### src/rtl/rvseed_defines.sv
// Shared LSU definitions: opcode encodings, access size codes and FSM states.
package rvseed_defines;

  localparam int LSU_OP_WIDTH = 4;

  localparam logic [LSU_OP_WIDTH-1:0] LSU_LB  = 4'b0000;
  localparam logic [LSU_OP_WIDTH-1:0] LSU_LH  = 4'b0001;
  localparam logic [LSU_OP_WIDTH-1:0] LSU_LW  = 4'b0010;
  localparam logic [LSU_OP_WIDTH-1:0] LSU_LD  = 4'b0011;
  localparam logic [LSU_OP_WIDTH-1:0] LSU_LBU = 4'b0100;
  localparam logic [LSU_OP_WIDTH-1:0] LSU_LHU = 4'b0101;
  localparam logic [LSU_OP_WIDTH-1:0] LSU_LWU = 4'b0110;
  localparam logic [LSU_OP_WIDTH-1:0] LSU_SB  = 4'b1000;
  localparam logic [LSU_OP_WIDTH-1:0] LSU_SH  = 4'b1001;
  localparam logic [LSU_OP_WIDTH-1:0] LSU_SW  = 4'b1010;
  localparam logic [LSU_OP_WIDTH-1:0] LSU_SD  = 4'b1011;

  localparam logic [1:0] LSU_SZ_B = 2'd0;
  localparam logic [1:0] LSU_SZ_H = 2'd1;
  localparam logic [1:0] LSU_SZ_W = 2'd2;
  localparam logic [1:0] LSU_SZ_D = 2'd3;

  typedef enum logic [1:0] {
    ST_IDLE = 2'd0,
    ST_REQ  = 2'd1,
    ST_WAIT = 2'd2,
    ST_RESP = 2'd3
  } lsu_state_e;

  // Anything outside the legal set behaves as a plain doubleword load.
  function automatic logic [LSU_OP_WIDTH-1:0] lsu_norm_op(input logic [LSU_OP_WIDTH-1:0] op);
    case (op)
      LSU_LB, LSU_LH, LSU_LW, LSU_LD, LSU_LBU, LSU_LHU, LSU_LWU,
      LSU_SB, LSU_SH, LSU_SW, LSU_SD: return op;
      default:                        return LSU_LD;
    endcase
  endfunction

endpackage

### src/rtl/lsu_ext.sv
// Byte-lane helper for the LSU: store mask/lane placement and load shift/truncate/extend.
module lsu_ext
  import rvseed_defines::*;
#(
  parameter int XLEN      = 64,
  parameter int MEM_BYTES = 8,
  parameter int OFF_W     = $clog2(MEM_BYTES)
) (
  input  logic [1:0]           size,
  input  logic                 is_unsigned,
  input  logic [OFF_W-1:0]     off,
  input  logic [XLEN-1:0]      wdata,
  input  logic [XLEN-1:0]      rdata,
  output logic [MEM_BYTES-1:0] wmask,
  output logic [XLEN-1:0]      wdata_lane,
  output logic [XLEN-1:0]      rdata_ext,
  output logic                 misaligned
);

  logic [OFF_W-1:0] low_bits;
  logic [OFF_W-1:0] off_al;
  logic [XLEN-1:0]  rshift;

  always_comb begin
    low_bits   = OFF_W'((32'd1 << size) - 32'd1);
    off_al     = off & ~low_bits;
    misaligned = (off & low_bits) != '0;
    wmask      = MEM_BYTES'((32'd1 << (32'd1 << size)) - 32'd1) << off_al;
    wdata_lane = wdata << {off_al, 3'b000};
    rshift     = rdata >> {off_al, 3'b000};
    case (size)
      LSU_SZ_B: rdata_ext = {{(XLEN-8){~is_unsigned & rshift[7]}}, rshift[7:0]};
      LSU_SZ_H: rdata_ext = {{(XLEN-16){~is_unsigned & rshift[15]}}, rshift[15:0]};
      LSU_SZ_W: rdata_ext = {{(XLEN-32){~is_unsigned & rshift[31]}}, rshift[31:0]};
      default:  rdata_ext = rshift;
    endcase
  end

endmodule

### src/rtl/lsu.sv
// Multi-cycle load/store unit: one handshaked data-memory access per request.
// Build option LSU_MISALIGN_TRAP_EN turns misaligned accesses into error responses.
module lsu
  import rvseed_defines::*;
#(
  parameter int XLEN      = 64,
  parameter int MEM_BYTES = 8
) (
  input  logic                    clk,
  input  logic                    rst_n,
  input  logic                    req_valid,
  output logic                    req_ready,
  input  logic [LSU_OP_WIDTH-1:0] req_op,
  input  logic [XLEN-1:0]         req_addr,
  input  logic [XLEN-1:0]         req_wdata,
  output logic                    mem_valid,
  input  logic                    mem_ready,
  output logic                    mem_wen,
  output logic [XLEN-1:0]         mem_addr,
  output logic [XLEN-1:0]         mem_wdata,
  output logic [MEM_BYTES-1:0]    mem_wmask,
  input  logic                    mem_rvalid,
  input  logic [XLEN-1:0]         mem_rdata,
  output logic                    resp_valid,
  input  logic                    resp_ready,
  output logic [XLEN-1:0]         resp_rdata,
  output logic                    resp_err
);
  // state | meaning
  // IDLE  | ready for a new request
  // REQ   | memory request presented, waiting for mem_ready
  // WAIT  | load accepted by memory, waiting for mem_rvalid
  // RESP  | result presented to writeback, waiting for resp_ready

  localparam int OFF_W = $clog2(MEM_BYTES);
`ifdef LSU_MISALIGN_TRAP_EN
  localparam bit TRAP_EN = 1'b1;
`else
  localparam bit TRAP_EN = 1'b0;
`endif

  lsu_state_e state_q, state_d;
  logic [LSU_OP_WIDTH-1:0] op_q, op_d, req_op_n;
  logic [OFF_W-1:0] off_q, off_d, ext_off;
  logic req_ready_q, req_ready_d;
  logic mem_valid_q, mem_valid_d, mem_wen_q, mem_wen_d;
  logic [XLEN-1:0] mem_addr_q, mem_addr_d, mem_wdata_q, mem_wdata_d;
  logic [MEM_BYTES-1:0] mem_wmask_q, mem_wmask_d, ext_wmask;
  logic resp_valid_q, resp_valid_d, resp_err_q, resp_err_d;
  logic [XLEN-1:0] resp_rdata_q, resp_rdata_d;
  logic [1:0] ext_size;
  logic ext_uns, ext_misaligned;
  logic [XLEN-1:0] ext_wdata, ext_rdata;

  // The lane helper sees the incoming request while idle, the latched one afterwards.
  always_comb begin
    req_op_n = lsu_norm_op(req_op);
    if (state_q == ST_IDLE) begin
      ext_size = req_op_n[1:0];
      ext_uns  = req_op_n[2];
      ext_off  = req_addr[OFF_W-1:0];
    end else begin
      ext_size = op_q[1:0];
      ext_uns  = op_q[2];
      ext_off  = off_q;
    end
  end

  lsu_ext #(.XLEN(XLEN), .MEM_BYTES(MEM_BYTES), .OFF_W(OFF_W)) u_ext (
    .size        (ext_size),
    .is_unsigned (ext_uns),
    .off         (ext_off),
    .wdata       (req_wdata),
    .rdata       (mem_rdata),
    .wmask       (ext_wmask),
    .wdata_lane  (ext_wdata),
    .rdata_ext   (ext_rdata),
    .misaligned  (ext_misaligned)
  );

  always_comb begin
    state_d      = state_q;
    op_d         = op_q;
    off_d        = off_q;
    req_ready_d  = req_ready_q;
    mem_valid_d  = mem_valid_q;
    mem_wen_d    = mem_wen_q;
    mem_addr_d   = mem_addr_q;
    mem_wdata_d  = mem_wdata_q;
    mem_wmask_d  = mem_wmask_q;
    resp_valid_d = resp_valid_q;
    resp_rdata_d = resp_rdata_q;
    resp_err_d   = resp_err_q;
    case (state_q)
      ST_IDLE: begin
        if (req_valid) begin
          op_d        = req_op_n;
          off_d       = req_addr[OFF_W-1:0];
          req_ready_d = 1'b0;
          if (TRAP_EN && ext_misaligned) begin
            state_d      = ST_RESP;
            resp_valid_d = 1'b1;
            resp_rdata_d = '0;
            resp_err_d   = 1'b1;
          end else begin
            state_d     = ST_REQ;
            mem_valid_d = 1'b1;
            mem_wen_d   = req_op_n[3];
            mem_addr_d  = {req_addr[XLEN-1:OFF_W], {OFF_W{1'b0}}};
            mem_wdata_d = req_op_n[3] ? ext_wdata : '0;
            mem_wmask_d = ext_wmask;
          end
        end
      end
      ST_REQ: begin
        if (mem_ready) begin
          mem_valid_d = 1'b0;
          resp_err_d  = 1'b0;
          if (op_q[3]) begin
            state_d      = ST_RESP;
            resp_valid_d = 1'b1;
            resp_rdata_d = '0;
          end else if (mem_rvalid) begin
            state_d      = ST_RESP;
            resp_valid_d = 1'b1;
            resp_rdata_d = ext_rdata;
          end else begin
            state_d = ST_WAIT;
          end
        end
      end
      ST_WAIT: begin
        if (mem_rvalid) begin
          state_d      = ST_RESP;
          resp_valid_d = 1'b1;
          resp_rdata_d = ext_rdata;
        end
      end
      default: begin
        if (resp_ready) begin
          state_d      = ST_IDLE;
          resp_valid_d = 1'b0;
          req_ready_d  = 1'b1;
        end
      end
    endcase
  end

  always_ff @(posedge clk) begin
    if (!rst_n) begin
      state_q      <= ST_IDLE;
      op_q         <= '0;
      off_q        <= '0;
      req_ready_q  <= 1'b1;
      mem_valid_q  <= 1'b0;
      mem_wen_q    <= 1'b0;
      mem_addr_q   <= '0;
      mem_wdata_q  <= '0;
      mem_wmask_q  <= '0;
      resp_valid_q <= 1'b0;
      resp_rdata_q <= '0;
      resp_err_q   <= 1'b0;
    end else begin
      state_q      <= state_d;
      op_q         <= op_d;
      off_q        <= off_d;
      req_ready_q  <= req_ready_d;
      mem_valid_q  <= mem_valid_d;
      mem_wen_q    <= mem_wen_d;
      mem_addr_q   <= mem_addr_d;
      mem_wdata_q  <= mem_wdata_d;
      mem_wmask_q  <= mem_wmask_d;
      resp_valid_q <= resp_valid_d;
      resp_rdata_q <= resp_rdata_d;
      resp_err_q   <= resp_err_d;
    end
  end

  assign req_ready  = req_ready_q;
  assign mem_valid  = mem_valid_q;
  assign mem_wen    = mem_wen_q;
  assign mem_addr   = mem_addr_q;
  assign mem_wdata  = mem_wdata_q;
  assign mem_wmask  = mem_wmask_q;
  assign resp_valid = resp_valid_q;
  assign resp_rdata = resp_rdata_q;
  assign resp_err   = resp_err_q;

endmodule
### config.mk
export PLATFORM = sky130hd
export DESIGN_NAME = lsu
export DESIGN_NICKNAME = d
export VERILOG_FILES = /design/src/rtl/rvseed_defines.sv /design/src/rtl/lsu_ext.sv /design/src/rtl/lsu.sv
export SDC_FILE = /design/constraint.sdc
export NUM_CORES = 1
export LEC_CHECK = 0
export ABC_AREA = 1
export BUFFER_PORTS_ARGS = -buffer_cell sky130_fd_sc_hd__buf_2
export CAP_MARGIN = 20
export CORE_MARGIN = 2
export CORE_UTILIZATION = 51
export DETAILED_ROUTE_END_ITERATION = 6
export GPL_ROUTABILITY_DRIVEN = 1
export GPL_TIMING_DRIVEN = 1
export MAX_ROUTING_LAYER = met4
export PLACE_DENSITY_LB_ADDON = 0.1
export SLEW_MARGIN = 0
export SYNTH_ARGS = -nofsm -noshare
export SYNTH_HDL_FRONTEND = slang
export SYNTH_SLANG_ARGS = --single-unit
export TNS_END_PERCENT = 50
### constraint.sdc
create_clock -name clk -period 3.77 [get_ports clk]
set_input_delay 0.1885 -clock clk [delete_from_list [all_inputs] [get_ports clk]]
set_output_delay 0.1885 -clock clk [all_outputs]
set_load 0.05 [all_outputs]
==> results by group, run 1 <==
Clock network
  – CTS root buf: sky130_fd_sc_hd__clkbuf_16
  – Post-CTS setup buffer count: 0
  – Insertion delay to the later sink of the worst-skew pair: roughly 540 ps
  – Depth of the CTS H-tree: 1
  – Clock transition at the registers of the reported paths: 60 ps
  – Clock net sink count: ~210
  – Clock tree from TritonCTS: done
  – Buffers from clock root to sink, at most: 3
  – Number of buffers created by CTS: 24

Synth
  – Fraction of synthesis flops using an asynchronous set or reset pin: 0
  – EDFF count, synth: 0
  – Synth warn: 0
  – Area of the mapped netlist: 0.0118 mm^2
  – Post-Syn Instances: 1896
  – Sequential-to-total area share from yosys stat: 0.353
  – Post-Synthesis Mean Instance Area: 6.24 um^2
  – Area share of the leading cell type in the synthesized netlist: 0.353
  – Commonest cells post-synth: sky130_fd_sc_hd__nand2_1 (498), sky130_fd_sc_hd__nor2_1 (303), sky130_fd_sc_hd__dfxtp_1 (209), sky130_fd_sc_hd__nand3_1 (155), sky130_fd_sc_hd__a21oi_1 (139)
  – Library cell occupying the most area in the post-synthesis netlist: sky130_fd_sc_hd__dfxtp_1
  – Dominant cells by area after synthesis: sky130_fd_sc_hd__dfxtp_1 (35%), sky130_fd_sc_hd__nand2_1 (16%), sky130_fd_sc_hd__nor2_1 (9.6%), sky130_fd_sc_hd__nand3_1 (6.6%), sky130_fd_sc_hd__a21oi_1 (5.9%)
  – Most used flip-flop cell after synthesis: sky130_fd_sc_hd__dfxtp_1
  – Distinct cell type count after synthesis: 45
  – Yosys reg bits: 209
  – Dominant cell by count in the synthesized netlist: sky130_fd_sc_hd__nand2_1

Drt
  – Antenna viol nets, final: 0
  – DR vias: about 15000
  – Routed vias/inst: 5.64
  – Remaining DRCs: 0
  – Average wire length per cell after detail routing: 19.2 um
  – Initial DRT Pass Iterations: 6
  – Violation count after the first detailed-route iteration: between 1000 and 1500
  – Post-Route WL: about 50000 um

Worst setup path
  – Crit start category: flop
  – Sort of element at the end of the critical path: flop
  – Highest net fanout along the worst path: 47
  – Kind of critical path: flop to flop
  – Required time reported for the critical path endpoint: 4130 ps
  – Arrival time of data at the critical path endpoint: between 3000 and 4000 ps

STA
  – Final-report hold violation count: 0
  – Tcrit/Tclk final: 0.931
  – Transition time of the tightest slew-check pin: 906 ps
  – Final setup violation count: 0
  – Minimum clock period after layout: 3510 ps
  – Setup repair after global routing missed its margin: no
  – Minimum setup slack in the final design: 261 ps
  – Highest achievable clock rate: ~0.28 GHz
  – Setup clock skew after layout: 21.1 ps
  – Worst slew margin: 0.396
  – Fin Setup TNS: 0 ps
  – Max Slew Vio Count: 0

GRT
  – Number of antenna violations at the first check in global routing: 2
  – Global-route wire length before repair: 75400 um
  – Total GRT Usage: 0.400
  – Maximum number of pins on one net before global-route repair: 118
  – Remaining Overflow, GRT: 0
  – Via count of the first global-routing pass: 14146

Run
  – Count of max-cap constraint violations: 0

Power and ir drop
  – Worst-case vdd ir drop: a little under 0.0006 V
  – Standby leakage power: 7.55 nW
  – Pwr/cell area: 1000 mW/mm^2

Die
  – Horizontal die dimension: 156 um
  – Floorplan Core Area: 0.0227 mm^2
  – I/O pin count: 407
  – Initial Util: 0.521
  – Die extent in y: between 150 and 200 um
  – Number of placement rows: 55
  – Area enclosed by the die boundary: 0.0245 mm^2

Layout
  – P&R area growth vs syn: 29.5%
  – Final standard cell area without fillers: 0.0153 mm^2
  – Net count reported at finish: 2486
  – Fraction of layout cells with a size suffix above 1: 0.222

Placed design
  – Pre-CTS setup slack: 295 ps
  – HPWL reported at the end of detailed placement: 33400 um
  – Weighted congestion at the end of routability-driven global placement: 0.981
  – Dpl cell area: 0.0138 mm^2
  – Number of buffer cells added on primary ports: 402

Run status
  – Status: complete, no violations

Min path
  – HP Class: input pin to flop
==> sequential cells by signal, summed over array words and instances (netlist names), 2 cells and up <==
| name | cells |
|---|---|
| mem_wmask | 8 |
| resp_rdata | 64 |
| op_q | 4 |
| mem_addr | 61 |
| mem_wdata | 64 |
| off_q | 3 |
| state_q | 2 |
==> logic make-up after synthesis <==
family | after synthesis | share of synthesized area
and+or+nand+nor | 1000 | 0.347
AOI/OAI and AO/OA | 426 | 0.196
muxes | 4 | 0.00338
buffers and inverters | 251 | 0.0944
adders and majority gates | 5 | 0.00528
other | 1 | 0.000317
DFF | 209 | 0.353
==> layer usage <==
layer	global-route usage	share of wire	up-vias
met3	0.0795	0.085	175
met5	-	0	-
met2	0.686	0.49	752
met4	0.211	0.058	0
met1	0.439	0.36	6698
li1	-	-	6937
==> power breakdown <==
group | internal [mW] | switching (mW)
clock network | 1.42 | 0.976
logic | 2.61 | 7.25
registers | 2.76 | 0.391
total | 6.79 | 8.62
==> stage by stage <==
stage | hold WS [ps] | power [mW] | std cells | util
final | 19.8 | 15.4 | 2580 | 0.675
after global routing | 33.8 | 16.3 | 2580 | 0.675
after CTS | 6.54 | 15.1 | 2576 | 0.672
after detailed placement | 428 | 12.7 | 2466 | 0.607
after global placement | 421 | 12.6 | 2466 | 0.607
after floorplan | 278 | 10.2 | 1899 | -
==> cells in the final DEF (no fill, tap or decap), types with 3 or more instances in the layout <==
master                          instances
sky130_fd_sc_hd__o21ai_0              136
sky130_fd_sc_hd__dfxtp_1              209
sky130_fd_sc_hd__nand3_2                4
sky130_fd_sc_hd__a22oi_1               14
sky130_fd_sc_hd__nor2_1               303
sky130_fd_sc_hd__nand2_1              496
sky130_fd_sc_hd__clkbuf_16             24
sky130_fd_sc_hd__nand4_1                7
sky130_fd_sc_hd__or2_2                  8
sky130_fd_sc_hd__o22ai_1                8
sky130_fd_sc_hd__a211oi_1               3
sky130_fd_sc_hd__clkbuf_8               6
sky130_fd_sc_hd__buf_12                 4
sky130_fd_sc_hd__a31oi_1                4
sky130_fd_sc_hd__dlygate4sd3_1         70
sky130_fd_sc_hd__mux2i_1                4
sky130_fd_sc_hd__ha_1                   5
sky130_fd_sc_hd__nand3_1              155
sky130_fd_sc_hd__a21oi_1              139
sky130_fd_sc_hd__o211ai_2               3
sky130_fd_sc_hd__or2_0                  4
sky130_fd_sc_hd__inv_1                 89
sky130_fd_sc_hd__inv_2                  8
sky130_fd_sc_hd__conb_1                 4
sky130_fd_sc_hd__buf_2                402
sky130_fd_sc_hd__o21ai_1               83
sky130_fd_sc_hd__or2_1                  8
sky130_fd_sc_hd__clkbuf_1               5
sky130_fd_sc_hd__nand2_4                4
sky130_fd_sc_hd__o211ai_1              25
sky130_fd_sc_hd__nand2_2                3
sky130_fd_sc_hd__buf_4                 26
==> worst max-delay path, stage by stage, from the launching register on <==
cell and delay (ps):
sky130_fd_sc_hd__dfxtp_1 360, sky130_fd_sc_hd__inv_1 90, sky130_fd_sc_hd__ha_1 280, sky130_fd_sc_hd__or2_4 280
sky130_fd_sc_hd__nand2_8 170, sky130_fd_sc_hd__nand2_1 100, sky130_fd_sc_hd__inv_1 110, sky130_fd_sc_hd__ha_1 270
sky130_fd_sc_hd__nand2_4 260, sky130_fd_sc_hd__inv_2 170, sky130_fd_sc_hd__nand2_4 190, sky130_fd_sc_hd__inv_2 70
sky130_fd_sc_hd__nand2_1 90, sky130_fd_sc_hd__nand3_2 90, sky130_fd_sc_hd__nand3_2 100, sky130_fd_sc_hd__nand2_1 60
sky130_fd_sc_hd__nor2_2 130, sky130_fd_sc_hd__buf_12 240, sky130_fd_sc_hd__o21ai_1 110, sky130_fd_sc_hd__nand2_1 70
sky130_fd_sc_hd__a21oi_1 60
==> path summary, 6_finish.rpt <==
check / cells past startpoint / end / from / slack (ps)
setup / recovery: 20 / resp_rdata[22]$_SDFFE_PN0P_ / state_q[0]$_SDFFE_PN0P_ / 260
hold / removal: 3 / off_q[0]$_SDFFE_PN0P_ / req_addr[0] / 20
setup reg to reg: 20 / resp_rdata[22]$_SDFFE_PN0P_ / state_q[0]$_SDFFE_PN0P_ / 260
hold reg to reg: 2 / mem_wdata[10]$_SDFFE_PN0P_ / mem_wdata[10]$_SDFFE_PN0P_ / 460
==> layout make-up <==
class	count	area [um^2]
sequential	209	4180
clock inverter	5	90.1
multi-input combinational	1439	6570
antenna	2	5.00
inverter	100	377
clock buffer	35	702
tap	285	357
timing repair buffer	505	3050
fill	2051	7370
==> timing repair <==
action / in CTS / in global routing
hold buffers: 70 / 0
resized for setup: 0 / 2
endpoints found under the setup margin: 0 / 20
endpoints found under the hold margin: 68 / 0
No activity file was read; power rests on OpenSTA's default activity.
==> run 2: changes to the inputs <==
CAP_MARGIN = default   (was 20)
CORE_AREA = 2 2 158 160   (was default)
CORE_MARGIN = default   (was 2)
CORE_UTILIZATION = default   (was 51)
DIE_AREA = 0 0 160 162   (was default)
SYNTH_HIERARCHICAL = 1   (was default)
==> results by group, run 2 <==
Run status
  – Status: complete, no violations

Worst setup path
  – Crit start category: flop
  – Critical R2R Launch: state_q[0]$_SDFFE_PN0P_
  – Capturing point of the worst reg2reg path: resp_rdata[27]$_SDFFE_PN0P_
  – Kind of critical path: flop to flop
  – Required time reported for the critical path endpoint: 4230 ps (+100 ps)
  – Arrival time of data at the critical path endpoint: 3830 ps (-40 ps)
  – Highest net fanout along the worst path: 98 (+110%)
  – Setup slack, reg-to-reg: 400 ps (+140 ps)
  – Cell depth of the worst flop-to-flop path: 16 (-20%)
  – Sort of element at the end of the critical path: flop

Synth
  – Post-Syn Instances: 1834 (-3.3%)
  – Post-Synthesis Mean Instance Area: 6.29 um^2 (+0.67%)
  – Synth warn: 6 (+6)
  – Area of the mapped netlist: 0.0115 mm^2 (-2.6%)

Placed design
  – HPWL reported at the end of detailed placement: 30500 um (-8.6%)
  – Number of buffer cells added on primary ports: 402 (unchanged)
  – Weighted congestion at the end of routability-driven global placement: 0.981 (about the same)

Drt
  – Remaining DRCs: 0 (unchanged)
  – DR vias: 13662 (-6.2%)
  – Routed vias/inst: 5.35 (-5.2%)
  – Initial DRT Pass Iterations: 5 (-1)
  – Antenna viol nets, final: 0 (unchanged)
  – Met2 WL post-DR: 20700 um (-15%)
  – Met3 wire length: 3280 um (-22%)
  – Highest signal layer in the routed design: met4
  – Average wire length per cell after detail routing: 17.2 um (-11%)
  – Post-Route WL: 43900 um (-11%)
  – DRT met1 WL: 17200 um (-4.6%)
  – Violation count after the first detailed-route iteration: 1183 (-20%)

Clock network
  – Number of buffers created by CTS: 24 (unchanged)
  – Buffers from clock root to sink, at most: 3 (unchanged)
  – Clock transition at the registers of the reported paths: 60 ps (about the same)
  – CTS root buf: sky130_fd_sc_hd__clkbuf_16
  – Depth of the CTS H-tree: 1 (unchanged)
  – Clock net sink count: 209 (unchanged)
  – Clock tree from TritonCTS: done
  – Insertion delay to the later sink of the worst-skew pair: 520 ps (-20 ps)

Power and ir drop
  – Worst-case vdd ir drop: 0.000565 V (-4.4%)
  – Standby leakage power: 7.38 nW (-2.2%)
  – Pwr/cell area: 983 mW/mm^2 (-2.2%)

STA
  – Setup repair after global routing missed its margin: no
  – Final-report hold violation count: 0 (unchanged)
  – Fin Setup TNS: 0 ps (unchanged)
  – Minimum clock period after layout: 3370 ps (-142 ps)
  – Transition time of the tightest slew-check pin: 1140 ps (+232 ps)
  – Setup clock skew after layout: 7.83 ps (-13.2 ps)
  – Final setup violation count: 0 (unchanged)
  – Max Slew Vio Count: 0 (unchanged)
  – Final-layout worst hold slack: 5.42 ps (-14.3 ps)
  – Worst slew margin: 0.241 (-0.155)
  – Highest achievable clock rate: 0.297 GHz (+4.2%)
  – Tcrit/Tclk final: 0.893 (-0.0377)

Layout
  – Top library cells by usage in the layout, fill and taps aside: sky130_fd_sc_hd__nand2_1 (417), sky130_fd_sc_hd__buf_2 (402), sky130_fd_sc_hd__nor2_1 (372)
  – Fraction of layout cells with a size suffix above 1: 0.223 (+0.000256)
  – Fillcell total: 2416 (+18%)
  – Net count reported at finish: 2413 (-2.9%)
  – Register area: 0.00418 mm^2 (unchanged)
  – P&R area growth vs syn: 29.8%
  – Most frequent standard cell in the layout excluding fill and tap cells: sky130_fd_sc_hd__nand2_1
  – Multi-input gate area: 0.00625 mm^2 (-4.9%)

GRT
  – Maximum number of pins on one net before global-route repair: 109 (-7.6%)
  – Remaining Overflow, GRT: 0 (unchanged)
  – Number of antenna violations at the first check in global routing: 6 (+4)
  – Global-route wire length before repair: 67500 um (-10%)
  – Total GRT Usage: 0.333 (-0.0675)
  – Via count of the first global-routing pass: 12877 (-9.0%)

Die
  – I/O pin count: 407 (unchanged)
  – Floorplan Core Area: 0.0241 mm^2 (+6.1%)
  – Area enclosed by the die boundary: 0.0259 mm^2 (+6.0%)
  – Die extent in y: 162 um (+3.6%)
  – Horizontal die dimension: 160 um (+2.3%)
  – Initial Util: 0.478 (-0.0431)
  – Number of placement rows: 57 (+3.6%)

Min path
  – Min-Delay Startpoint: req_op[2]
  – Hold EP: op_q[2]$_SDFFE_PN0P_
  – Cell depth of the worst min-delay path: 3 (unchanged)
  – HP Class: input pin to flop

Run
  – Count of max-cap constraint violations: 0 (unchanged)
## run 2: critical path: stages, from the launching register on
cell and delay [ps]:
sky130_fd_sc_hd__dfxtp_1 370, sky130_fd_sc_hd__inv_1 90, sky130_fd_sc_hd__ha_1 300, sky130_fd_sc_hd__buf_4 200, sky130_fd_sc_hd__o21ai_2 240, sky130_fd_sc_hd__nor2_1 120, sky130_fd_sc_hd__ha_1 300, sky130_fd_sc_hd__nand2_2 200
sky130_fd_sc_hd__clkinv_2 210, sky130_fd_sc_hd__buf_12 260, sky130_fd_sc_hd__nand2_1 120, sky130_fd_sc_hd__nand2_1 50, sky130_fd_sc_hd__o21ai_0 360, sky130_fd_sc_hd__nand2_1 150, sky130_fd_sc_hd__nand2_1 90, sky130_fd_sc_hd__o21ai_0 90
sky130_fd_sc_hd__nor2_1 100
## run 2: where the power goes
group / total, mW / leakage (nW) / switching [mW] / internal (mW)
Clock: 2.35 / 0.386 / 0.974 / 1.38
Combinational: 9.32 / 5.29 / 6.78 / 2.53
Sequential: 3.04 / 1.71 / 0.288 / 2.75
Total: 14.7 / 7.38 / 8.05 / 6.66
## run 2: stage by stage
step                       util  setup slack [ps]  power [mW]  instance area, um^2  std cells
after floorplan               -               131        9.98                11500       1837
after global placement    0.559               304        12.2                13500       2438
after detailed placement  0.559               155        12.2                13500       2438
after CTS                 0.620               110        14.6                14900       2547
after global routing      0.621              39.8        15.7                15000       2553
final                     0.621               403        14.7                15000       2553
## run 2: routing by layer
metal / vias up / GRT usage
met2: 602 / 0.542
met4: 0 / 0.191
met3: 139 / 0.0610
met1: 6178 / 0.388
met5: - / -
li1: 6743 / -
## run 2: what timing repair did
| action | 4_1_cts | 5_1_grt |
|---|---|---|
| hold buffers | 66 | 0 |
| hold endpoints to repair | 65 | 0 |
| buffers inserted | 0 | 0 |
| endpoints found under the setup margin | 0 | 74 |
| resized for setup | 0 | 5 |
## run 2: layout make-up
| class | count | area share |
|---|---|---|
| clock inverter | 10 | 0.00577 |
| inverter | 104 | 0.0262 |
| multi-input combinational | 1375 | 0.418 |
| antenna | 6 | 0.00100 |
| clock buffer | 33 | 0.0471 |
| timing repair buffer | 492 | 0.196 |
| sequential | 209 | 0.280 |
| tap | 324 | 0.0271 |
## run 2: worst max path at each step
stage	from	end	slack, ps	cells after the start
floorplan	state_q[0]$_SDFFE_PN0P_	resp_rdata[25]$_SDFFE_PN0P_	130	19
global placement	state_q[0]$_SDFFE_PN0P_	resp_rdata[27]$_SDFFE_PN0P_	300	17
detailed placement	state_q[0]$_SDFFE_PN0P_	resp_rdata[27]$_SDFFE_PN0P_	150	17
CTS	state_q[0]$_SDFFE_PN0P_	resp_rdata[27]$_SDFFE_PN0P_	110	17
global route	state_q[0]$_SDFFE_PN0P_	resp_rdata[45]$_SDFFE_PN0P_	40	18
finish	state_q[0]$_SDFFE_PN0P_	resp_rdata[27]$_SDFFE_PN0P_	400	16
==> run 3: changes to the inputs <==
ABC_AREA = default   (was 1)
CORE_AREA = default   (was 2 2 158 160)
CORE_MARGIN = 2   (was default)
CORE_UTILIZATION = 52   (was default)
DIE_AREA = default   (was 0 0 160 162)
==> results by group, run 3 <==
Run status
  – Status: complete, no violations

STA
  – Final-layout worst hold slack: 13.9 ps (+8.50 ps)
  – Setup repair after global routing missed its margin: yes
  – Transition time of the tightest slew-check pin: 1030 ps (-108 ps)
  – Final setup violation count: 0 (unchanged)
  – Setup clock skew after layout: 10.5 ps (+2.63 ps)
  – Max Slew Vio Count: 0 (unchanged)
  – Final-report hold violation count: 0 (unchanged)
  – Fin Setup TNS: 0 ps (unchanged)
  – Tcrit/Tclk final: 0.941 (+0.0476)
  – Worst slew margin: 0.313 (+0.0718)
  – Highest achievable clock rate: 0.282 GHz (-5.1%)
  – Minimum clock period after layout: 3550 ps (+179 ps)

Synth
  – Post-Syn Instances: 1625 (-11%)
  – Area of the mapped netlist: 0.0125 mm^2 (+8.2%)
  – Post-Synthesis Mean Instance Area: 7.68 um^2 (+22%)
  – Synth warn: 6 (unchanged)

GRT
  – Remaining Overflow, GRT: 0 (unchanged)
  – Via count of the first global-routing pass: 12714 (-1.3%)
  – Maximum number of pins on one net before global-route repair: 105 (-3.7%)
  – Number of antenna violations at the first check in global routing: 6 (unchanged)
  – Total GRT Usage: 0.358 (+0.0253)
  – Global-route wire length before repair: 71800 um (+6.4%)

Layout
  – P&R area growth vs syn: 28.7%
  – Net count reported at finish: 2202 (-8.7%)
  – Multi-input gate area: 0.00749 mm^2 (+20%)
  – Final std cells w/o fill: 2337 (-8.5%)
  – Fillcell total: 2017 (-17%)
  – Most frequent standard cell in the layout excluding fill and tap cells: sky130_fd_sc_hd__buf_2
  – Register area: 0.00418 mm^2 (unchanged)
  – Final standard cell area without fillers: 0.0161 mm^2 (+7.3%)
  – Top library cells by usage in the layout, fill and taps aside: sky130_fd_sc_hd__buf_2 (401), sky130_fd_sc_hd__nand2_1 (383), sky130_fd_sc_hd__dfxtp_1 (209)
  – Fraction of layout cells with a size suffix above 1: 0.281 (+0.0581)

Worst setup path
  – Sort of element at the end of the critical path: flop
  – Crit start category: flop
  – Kind of critical path: flop to flop
  – Cell with the largest stage delay on the worst path: sky130_fd_sc_hd__and2_2
  – Most used cell along the critical path: sky130_fd_sc_hd__nor2_1
  – Crit path launch: state_q[0]$_SDFFE_PN0P_
  – Cell Chain, Critical Path: inv_1, ha_1, nor2_1, a21oi_1, nor2_1, ha_1, and2_2, nor2_1, o2bb2ai_1, a311oi_2, nand3_2, o21ai_0, nand3_1, a21oi_1
  – Capture point of the worst path: resp_rdata[21]$_SDFFE_PN0P_
  – Setup slack, reg-to-reg: 220 ps (-180 ps)
  – Highest net fanout along the worst path: 16 (-84%)
  – Cell depth of the worst flop-to-flop path: 14 (-2)
  – Crit-path max cell delay: 390 ps (+20 ps)
  – Required time reported for the critical path endpoint: 4230 ps (about the same)
  – Critical R2R Launch: state_q[0]$_SDFFE_PN0P_
  – Arrival time of data at the critical path endpoint: 4000 ps (+170 ps)
  – Capturing point of the worst reg2reg path: resp_rdata[21]$_SDFFE_PN0P_

Die
  – Area enclosed by the die boundary: 0.0253 mm^2 (-2.6%)
  – Floorplan Core Area: 0.0235 mm^2 (-2.3%)
  – Number of placement rows: 56 (-1.8%)
  – Initial Util: 0.530 (+0.0518)
  – Horizontal die dimension: 159 um (-0.67%)
  – Die extent in y: 159 um (-1.9%)
  – I/O pin count: 407 (unchanged)

Power and ir drop
  – Sequential share of power: 0.196 (-0.011)
  – Pwr/cell area: 899 mW/mm^2 (-8.5%)
  – Standby leakage power: 7.10 nW (-3.8%)
  – Total Power Consumption: 14.4 mW (-1.8%)
  – Net load switching power: 7.29 mW (-9.4%)
  – Logic pwr share: 0.622 (-0.012)
  – Cell internal power dissipation: 7.15 mW (+7.4%)
  – Fraction of power spent switching nets: 0.505 (-0.0424)
  – Share of total power in the clock network: 0.183 (+0.023)
  – Worst-case vdd ir drop: 0.000514 V (-8.9%)

Clock network
  – Clock net sink count: 209 (unchanged)
  – Clock transition at the registers of the reported paths: 60 ps (about the same)
  – Depth of the CTS H-tree: 1 (unchanged)
  – CTS root buf: sky130_fd_sc_hd__clkbuf_16
  – Clock tree from TritonCTS: done
  – Total of cells resized after clock tree synthesis: 0 (unchanged)
  – Buffers from clock root to sink, at most: 3 (unchanged)
  – Number of buffers created by CTS: 24 (unchanged)
  – Insertion delay to the later sink of the worst-skew pair: 530 ps (about the same)

Drt
  – DR vias: 13829 (+1.2%)
  – Violation count after the first detailed-route iteration: 1997 (+69%)
  – Average wire length per cell after detail routing: 19.8 um (+15%)
  – Post-Route WL: 46300 um (+5.3%)
  – Initial DRT Pass Iterations: 6 (+1)
  – Remaining DRCs: 0 (unchanged)
  – Routed vias/inst: 5.92 (+11%)
  – Antenna viol nets, final: 0 (unchanged)

Placed design
  – Placed cell count: 2223 (-8.8%)
  – HPWL reported at the end of detailed placement: 30700 um (+0.57%)
  – Number of buffer cells added on primary ports: 402 (unchanged)
  – Dpl cell area: 0.0145 mm^2 (+7.6%)
  – Weighted congestion at the end of routability-driven global placement: 0.931 (-5.1%)

Run
  – Count of max-cap constraint violations: 0 (unchanged)

Min path
  – HP Class: input pin to flop
[run 3: how the worst min path moves through the flow]
stage / startpoint / to / cells after the start
global route: resp_ready / req_ready$_SDFFE_PN1P_ / 3
detailed placement: req_addr[46] / mem_addr[46]$_SDFFE_PN0P_ / 3
global placement: req_addr[61] / mem_addr[61]$_SDFFE_PN0P_ / 3
CTS: req_op[3] / op_q[2]$_SDFFE_PN0P_ / 3
finish: resp_ready / req_ready$_SDFFE_PN1P_ / 3
floorplan: req_addr[0] / off_q[0]$_SDFFE_PN0P_ / 2
[run 3: area by class of cell]
type / count / share of cell area
timing repair buffer: 505 / 0.190
clock buffer: 34 / 0.0442
clock inverter: 9 / 0.0111
antenna: 6 / 0.000935
tap: 319 / 0.0249
multi-input combinational: 1248 / 0.467
sequential: 209 / 0.261
inverter: 7 / 0.00164
[run 3: routing by layer]
metal	vias up	global-route usage	wire, um
met2	856	0.550	20800
met3	82	0.0614	4750
met4	0	0.0979	1290
li1	6448	-	-
met1	6443	0.489	19400
met5	-	-	0
[run 3: power by group through the flow]
stage	logic [mW]	clock network, mW	registers [mW]
floorplan	5.32	0	4.14
global placement	8.65	0	2.85
detailed placement	8.71	0	2.86
CTS	8.80	2.66	2.82
global route	9.62	2.75	2.87
finish	8.98	2.64	2.82
[run 3: metrics by stage]
| stage | setup WS (ps) | util |
|---|---|---|
| after floorplan | 9.42 | - |
| after global placement | 493 | 0.616 |
| after detailed placement | 354 | 0.616 |
| after CTS | 279 | 0.681 |
| after global routing | -44.9 | 0.682 |
| final | 224 | 0.682 |
[run 3: repair_timing]
| action | 4_1_cts | 5_1_grt |
|---|---|---|
| setup buffers | 0 | 0 |
| hold endpoints to repair | 65 | 0 |
| hold buffers | 65 | 0 |
| endpoints found under the setup margin | 0 | 5 |
[run 3: critical path, delay by kind of cell, from the launching register on]
kind,cells,cell delay (ps)
and+or+nand+nor,6,1200
DFF,1,340
adders and majority gates,2,720
buffers and inverters,1,80
AOI/OAI and AO/OA,5,1130
